### src/rtl/sram_arbiter.sv
// rtl/sram_arbiter.sv - core/DMA arbiter for the single-port data SRAM
// Optional starvation guard enabled by defining SRAM_ARB_STARVE_EN.
module sram_arbiter #(
   parameter int unsigned STARVE_MAX = 8
) (
   input  logic        clk,
   input  logic        rst,
   input  logic        core_req,
   input  logic        core_we,
   input  logic [3:0]  core_ben,
   input  logic [31:0] core_addr,
   input  logic [31:0] core_din,
   output logic [31:0] core_dout,
   output logic        core_stall,
   input  logic        dma_req,
   input  logic        dma_we,
   input  logic [3:0]  dma_ben,
   input  logic [31:0] dma_addr,
   input  logic [31:0] dma_din,
   output logic        dma_gnt,
   output logic        dma_rvalid,
   output logic [31:0] dma_rdata,
   output logic        sram_cen,
   output logic        sram_wen,
   output logic [3:0]  sram_ben,
   output logic [31:0] sram_addr,
   output logic [31:0] sram_din,
   input  logic [31:0] sram_dout
);

   localparam logic [1:0] OWN_NONE = 2'd0;
   localparam logic [1:0] OWN_CORE = 2'd1;
   localparam logic [1:0] OWN_DMA  = 2'd2;

   if (STARVE_MAX < 1 || STARVE_MAX > 255) begin : g_bad_starve_max
      $error("sram_arbiter: STARVE_MAX must be in 1..255");
   end

   logic [1:0] owner;
   logic [1:0] rd_owner_q, rd_owner_d;
   logic       force_dma;

`ifdef SRAM_ARB_STARVE_EN
   localparam int unsigned CNT_W = $clog2(STARVE_MAX + 1);
   localparam logic [CNT_W-1:0] CNT_MAX = CNT_W'(STARVE_MAX);

   localparam logic [1:0] ST_IDLE  = 2'd0;
   localparam logic [1:0] ST_WAIT  = 2'd1;
   localparam logic [1:0] ST_FORCE = 2'd2;

   logic [1:0]       state_q, state_d;
   logic [CNT_W-1:0] cnt_q, cnt_d;

   assign force_dma  = (state_q == ST_FORCE);
   assign core_stall = force_dma;

   always_comb begin
      cnt_d = cnt_q;
      if (!dma_req || dma_gnt) begin
         cnt_d = '0;
      end else if (cnt_q != CNT_MAX) begin
         cnt_d = cnt_q + 1'b1;
      end

      state_d = state_q;
      case (state_q)
         ST_IDLE: begin
            if (dma_req && !dma_gnt) state_d = ST_WAIT;
         end
         ST_WAIT: begin
            // A grant in the same cycle the limit is hit wins over forcing.
            if (dma_gnt || !dma_req)  state_d = ST_IDLE;
            else if (cnt_q == CNT_MAX) state_d = ST_FORCE;
         end
         ST_FORCE: state_d = ST_IDLE;
         default:  state_d = ST_IDLE;
      endcase
   end

   always_ff @(posedge clk or posedge rst) begin
      if (rst) begin
         state_q <= ST_IDLE;
         cnt_q   <= '0;
      end else begin
         state_q <= state_d;
         cnt_q   <= cnt_d;
      end
   end
`else
   assign force_dma  = 1'b0;
   assign core_stall = 1'b0;
`endif

   // Reset gates the owner so the SRAM is idle for the whole reset window.
   always_comb begin
      owner = OWN_NONE;
      if (!rst) begin
         if (force_dma)     owner = OWN_DMA;
         else if (core_req) owner = OWN_CORE;
         else if (dma_req)  owner = OWN_DMA;
      end
   end

   assign dma_gnt = (owner == OWN_DMA);

   always_comb begin
      sram_cen  = 1'b1;
      sram_wen  = 1'b1;
      sram_ben  = 4'b1111;
      sram_addr = '0;
      sram_din  = '0;
      case (owner)
         OWN_CORE: begin
            sram_cen  = 1'b0;
            sram_wen  = ~core_we;
            sram_ben  = core_ben;
            sram_addr = core_addr;
            sram_din  = core_din;
         end
         OWN_DMA: begin
            sram_cen  = 1'b0;
            sram_wen  = ~dma_we;
            sram_ben  = dma_ben;
            sram_addr = dma_addr;
            sram_din  = dma_din;
         end
         default: ;
      endcase
   end

   always_comb begin
      rd_owner_d = OWN_NONE;
      if (owner == OWN_CORE && !core_we) rd_owner_d = OWN_CORE;
      else if (owner == OWN_DMA && !dma_we) rd_owner_d = OWN_DMA;
   end

   always_ff @(posedge clk or posedge rst) begin
      if (rst) rd_owner_q <= OWN_NONE;
      else     rd_owner_q <= rd_owner_d;
   end

   assign dma_rvalid = (rd_owner_q == OWN_DMA);
   assign dma_rdata  = sram_dout;
   assign core_dout  = sram_dout;

endmodule

### config.mk
export PLATFORM = sky130hd
export DESIGN_NAME = sram_arbiter
export DESIGN_NICKNAME = d
export VERILOG_FILES = /design/src/rtl/sram_arbiter.sv
export SDC_FILE = /design/constraint.sdc
export NUM_CORES = 1
export LEC_CHECK = 0
export ABC_CLOCK_PERIOD_IN_PS = 1600
export CORE_AREA = 2 2 120 122
export DETAILED_ROUTE_END_ITERATION = 8
export DIE_AREA = 0 0 122 124
export DONT_BUFFER_PORTS = 1
export PLACE_DENSITY = 0.3
export REMOVE_ABC_BUFFERS = 1
export SYNTH_ARGS = -nofsm -noshare
export SYNTH_HDL_FRONTEND = slang
export SYNTH_SLANG_ARGS = --single-unit
export TNS_END_PERCENT = 10
### constraint.sdc
create_clock -name clk -period 1.6 [get_ports clk]
set_input_delay 0.16 -clock clk [delete_from_list [all_inputs] [get_ports clk]]
set_output_delay 0.16 -clock clk [all_outputs]
set_load 0.02 [all_outputs]
==> results of run 1 <==
## path summary, 6_finish.rpt
path                         start                      end  cells after the start
max in group asynchronous      rst  rd_owner_q[1]$_DFF_PP0_                      3
worst min-delay path       core_we  rd_owner_q[0]$_DFF_PP0_                      1
min in group asynchronous      rst  rd_owner_q[0]$_DFF_PP0_                      3
worst max-delay path           rst            sram_addr[10]                      5
## power by group
part	total [W]	internal (W)	switching (W)
registers	0.0000529	0.0000526	0.000000349
clock network	0.000369	0.000317	0.0000515
logic	0.000404	0.000127	0.000277
## cell type report
cell class,count,area share
multi-input combinational,79,0.5955
inverter,1,0.002953
clock buffer,3,0.05906
sequential,2,0.03937
tap,180,0.1772
timing repair buffer,16,0.1260
## what timing repair did
action | 4_1_cts | 5_1_grt
hold buffers | 1 | 0
endpoints found under the hold margin | 2 | 0
buffers inserted | 0 | 0
## Yosys cell counts, drive strengths merged
master | number | share of area
a32o | 64 | 0.43
a32oi | 1 | 0.0058
buf | 87 | 0.47
conb | 1 | 0.0025
dfrtp | 2 | 0.033
inv | 1 | 0.0025
nand2b | 2 | 0.0083
nor2 | 2 | 0.0050
nor2b | 3 | 0.016
nor3 | 1 | 0.0033
o21ai | 1 | 0.0033
o32a | 4 | 0.027
## layer usage
metal | vias up | track usage | routed length (µm)
li1 | 491 | - | -
met1 | 615 | 0.08155 | 2438
met2 | 230 | 0.1222 | 3290
met3 | 10 | 0.1374 | 2462
met4 | 4 | 0.01078 | 25
met5 | - | 0.09028 | 157
## stage by stage
step	instances	setup WS [ns]	area (µm²)	util	hold slack, ns
2_1_floorplan	82	-0.4733	800.8	-	0.1855
5_1_grt	281	0.003631	1271	0.09266	0.005903
6_report	281	0.05814	1271	0.09266	0.01155
3_5_place_dp	277	0.4398	1186	0.08646	0.06715
4_1_cts	281	0.06312	1271	0.09266	0.005773
3_3_place_gp	277	0.4724	1186	0.08646	0.06114
## kinds of logic after synthesis
logic type,count (synthesis),share of synthesized area
AO/OA/AOI/OAI,70,0.4625
buffers and inverters,88,0.4692
flip-flops,2,0.03333
other,1,0.002498
AND/OR/NAND/NOR,8,0.03250
==> results.md, run 1 <==
- Clock tree buffer depth: 2
- Largest register by flop count: rd_owner_q
- RSZ-0062 raised after global routing: false
- Crit-path max FO: 35
- Total Die Area: 0.01513 mm²
- Rel. slew slack: 0.6496
- Initial DRC Count: 82
- Setup_tns: 0 ns
- Post-DRT Antenna Nets: 0
- CTS Sinks: 2
- Diodes inserted: 0
- WP data arrival: 1.38 ns
- Crit-path max cell delay: 0.58 ns
- Die Height: 124 µm
- H-tree depth: 1
- Cts repair resizes: 0
- Worst min path class: input port to register
- Crit-path leading delay family: buffers and inverters
- PD cells: 649.8 mW/mm²
- CP Class: input port to primary output
- Critical Path RT: 1.44 ns
- Area growth, synth to finish: -15.33%
- VDD IR-drop max: 0.2706 mV
- Vias: 1350
- Leading cell type in the layout, fill and taps excluded: a32o_1
- Nets@finish: 277
- Post-Synthesis Mean Instance Area: 8.884 µm²
- Root Driver: clkbuf_16
- Warnings, synthesis: 0
- Post-synthesis register bit count: 2
- WP buf/inv: 4
- Number of flip-flops in the largest register: 2
- Number of global-route vias before repair: 1198
- WL final: 8373 µm
- Initial Util: 0.1094
- GRT Overall Usage: 0.09527
- Seq/Total Area, Yosys: 0.03333
- Initial antenna violation count: 0
- CP max stage cell: dlygate4sd3_1
- CTS tree: yes
- Core area: 0.01372 mm²
- Crit start category: input port
- Final Cycle Share: 0.9637
- Max Clk Rate: 0.6486 GHz
- Register Area: 50.05 µm²
- Global-route wire length before repair: 9784 µm
- Final hold vios: 0
- Minimum clock period: 1.542 ns
- DR vias/cell: 4.804
- Commonest cells after routing, fill and taps aside: 64 x a32o_1, 12 x buf_4, 4 x o32a_1
- Drt wl/cell: 29.80 µm
- Clock transition at path regs: 0.03 ns
- Worst slew pin tran: 0.5246 ns
- Synthesized instance count: 169
- Ports: 311
- Area occupied by multi-input gates: 757.0 µm²
- Critical path endpoint category: primary output
- Grt ovf: 0
- Layout cell share with drive strength beyond 1: 0.2079
- Top flop regs: rd_owner_q (2)
- Netlist Area Pre-Place: 0.001501 mm²
- I/O Buffers: 0
- CTS Buf Count: 3
- Crit-path cells: inv_2, dlygate4sd3_1, buf_12, a32o_1, buf_4
- Finish-stage setup viols: 0
- Outcome: completed
- Max_cap viols: 0
- Floorplan row count: 43
- DRT Pass-1 Iters: 4
- Die Wd: 122 µm
- Tot Pwr: 0.0008260 W
- Largest net degree at the start of global routing: 66
- Number of distinct library cells after synthesis: 15
- DRC: 0
- Gpl congestion: 0.8829
- Pleak: 0.3366 nW
- Max Transition Viols Final: 0
- # fillers: 1578
(Power assumes the default switching activity.)
==> run 2: changes to the inputs <==
--- a/config.mk
+++ b/config.mk
@@ -10,7 +10,6 @@
 export DETAILED_ROUTE_END_ITERATION = 8
 export DIE_AREA = 0 0 122 124
 export DONT_BUFFER_PORTS = 1
-export PLACE_DENSITY = 0.3
 export REMOVE_ABC_BUFFERS = 1
 export SYNTH_ARGS = -nofsm -noshare
 export SYNTH_HDL_FRONTEND = slang
==> run 2 against run 1 <==
  * Die area unchanged
  * Clock-buffer cell count stayed put
  * Sequential share of layout area rose by 0.18 points
  * Total power down 2.2%
  * Critical endpoint is now sram_din[17]
  * Setup slack got worse by 0.032 ns
==> results.md, run 2 (synthesis gave the netlist of run 1 again) <==
- Postcts setup bufs: 0 (unchanged)
- Leading cell type in the layout, fill and taps excluded: a32o_1
- Layout cell share with drive strength beyond 1: 0.1505 (-0.05738)
- HPWL after detailed placement: 6494 µm
- Clock transition at path regs: 0.03 ns (about the same)
- WP data arrival: 1.41 ns (+0.03 ns)
- RSZ-0062 raised after global routing: false
- Crit-path cells: dlygate4sd3_1, inv_2, buf_12, a32o_1
- Final instance area: 0.001215 mm² (-4.4%)
- CTS Sinks: 2 (unchanged)
- Ports: 311 (unchanged)
- Met1 usage: 0.06917 (-0.01237)
- Total Die Area: 0.01513 mm² (unchanged)
- Top Usage Layer GRT: met3
- Rel. slew slack: 0.6428 (-0.006768)
- Crit-path max cell delay: 0.55 ns (-0.03 ns)
- Switch Pwr: 0.0003232 W (-1.6%)
- CTS tree: yes
- Largest net degree at the start of global routing: 66 (unchanged)
- GRT Overall Usage: 0.08707 (-0.008205)
- Crit start category: input port
- VDD IR-drop max: 0.1901 mV (-30%)
- Pleak: 0.3003 nW (-11%)
- DRC: 0 (unchanged)
- Commonest cells after routing, fill and taps aside: 63 x a32o_1, 4 x o32a_1, 4 x buf_4
- DR vias/cell: 4.854 (+1.0%)
- Largest register by flop count: rd_owner_q
- Initial DRC Count: 50 (-39%)
- Core area: 0.01372 mm² (unchanged)
- Global-route wire length before repair: 8970 µm (-8.3%)
- Setup WS pre-CTS: 0.4570 ns (+0.01719 ns)
- Drt wl/cell: 27.56 µm (-7.5%)
- Grt met2 use: 0.1142 (-0.008031)
- Initial Util: 0.1094 (unchanged)
- Critical Path Start: rst
- Placed cells: 269 (-2.9%)
- Number of flip-flops in the largest register: 2 (unchanged)
- Grt met3 use: 0.1168 (-0.02060)
- Critical Path RT: 1.44 ns (about the same)
- Critical path endpoint category: primary output
- Area growth, synth to finish: -19.08%
- Top flop regs: rd_owner_q (2)
- Logic gate share of total power: 0.470 (-0.019)
- Initial antenna violation count: 1 (+1)
- Setup ws final: 0.02570 ns (-0.03244 ns)
- Die Height: 124 µm (unchanged)
- Max Clk Rate: 0.6352 GHz (-2.1%)
- Vias: 1330 (-1.5%)
- CP max stage cell: dlygate4sd3_1
- Number of global-route vias before repair: 1166 (-2.7%)
- H-tree depth: 1 (unchanged)
- WL final: 7551 µm (-9.8%)
- Sw Share: 0.4003 (+0.002475)
- Worst slew pin tran: 0.5347 ns (+0.01013 ns)
- CTS Buf Count: 3 (unchanged)
- DRT Pass-1 Iters: 4 (unchanged)
- CP Class: input port to primary output
- Max_cap viols: 0 (unchanged)
- Seq pwr share: 0.066 (+0.002)
- Die Wd: 122 µm (unchanged)
- Final Core Density: 0.08855 (-0.004104)
- Max Transition Viols Final: 0 (unchanged)
- Final hold vios: 0 (unchanged)
- Gpl congestion: 0.8916 (+0.99%)
- Floorplan row count: 43 (unchanged)
- Crit-path max FO: 47 (+34%)
- PD cells: 664.7 mW/mm² (+2.3%)
- Hold path start: core_we
- Nets@finish: 269 (-2.9%)
- Area post-placement: 0.001126 mm² (-5.1%)
- # fillers: 1572 (-0.38%)
- Final Cycle Share: 0.9839 (+0.02027)
- Post-DRT Antenna Nets: 0 (unchanged)
- Outcome: completed
- Root Driver: clkbuf_16
- Internal: 0.0004843 W (-2.6%)
- Finish-stage setup viols: 0 (unchanged)
- Grt ovf: 0 (unchanged)
- Final hold slack: 0.008008 ns (-0.003541 ns)
- Clock tree buffer depth: 2 (unchanged)
- Post-route insts no fill: 274 (-2.5%)
- Minimum clock period: 1.574 ns (+0.03244 ns)
- Worst min path class: input port to register
- I/O Buffers: 0 (unchanged)
- Clock Power Share: 0.464 (+0.017)
run 2: cell count changes in the layout (fill, tap and decap cells not counted), sizes merged:
cell,before,now
diode,0,1
buf,15,7
run 2: worst max-delay path: cells and delay by family:
family | cells | cell delay, ns
buffers and inverters | 3 | 0.85
AOI/OAI and AO/OA | 1 | 0.38
run 2: worst paths after layout:
path | cells past startpoint | to | slack (ns)
worst min-delay path | 1 | rd_owner_q[0]$_DFF_PP0_ | 0.008
max in group asynchronous | 3 | rd_owner_q[1]$_DFF_PP0_ | 0.96
min in group asynchronous | 3 | rd_owner_q[0]$_DFF_PP0_ | 0.46
worst max-delay path | 4 | sram_din[17] | 0.03
run 2: metrics by stage:
step                power [W]  TNS [ns]
floorplan           0.0003617    -28.05
global placement    0.0004308         0
detailed placement  0.0004332         0
CTS                 0.0008156         0
global route        0.0008429         0
finish              0.0008075         0
run 2: power groups by stage:
stage          combinational (W)  clock [W]  sequential (W)
3_3_place_gp            0.000377          0       0.0000535
5_1_grt                 0.000400   0.000390       0.0000530
2_1_floorplan           0.000308          0       0.0000533
4_1_cts                 0.000382   0.000380       0.0000530
3_5_place_dp            0.000380          0       0.0000535
6_report                0.000380   0.000375       0.0000530
run 2: timing repair:
item | CTS | global route
hold buffers | 1 | 0
endpoints found under the setup margin | 0 | 1
gates resized for setup | 0 | 1
hold endpoints to repair | 2 | 0
run 2: cell type report:
type,instances,area (µm²),area share
inverters,1,3.754,0.003090
clock buffers,3,75.07,0.06179
multi-input cells,79,758.2,0.6241
flip-flops and latches,2,50.05,0.04119
repair buffers,8,100.1,0.08239
well taps,180,225.2,0.1854
diodes,1,2.502,0.002060
run 2: per-layer routing:
metal / vias to the layer above / wire, µm
li1: 475 / -
met1: 595 / 1993
met2: 240 / 2933
met3: 18 / 2262
met4: 2 / 274
met5: - / 88
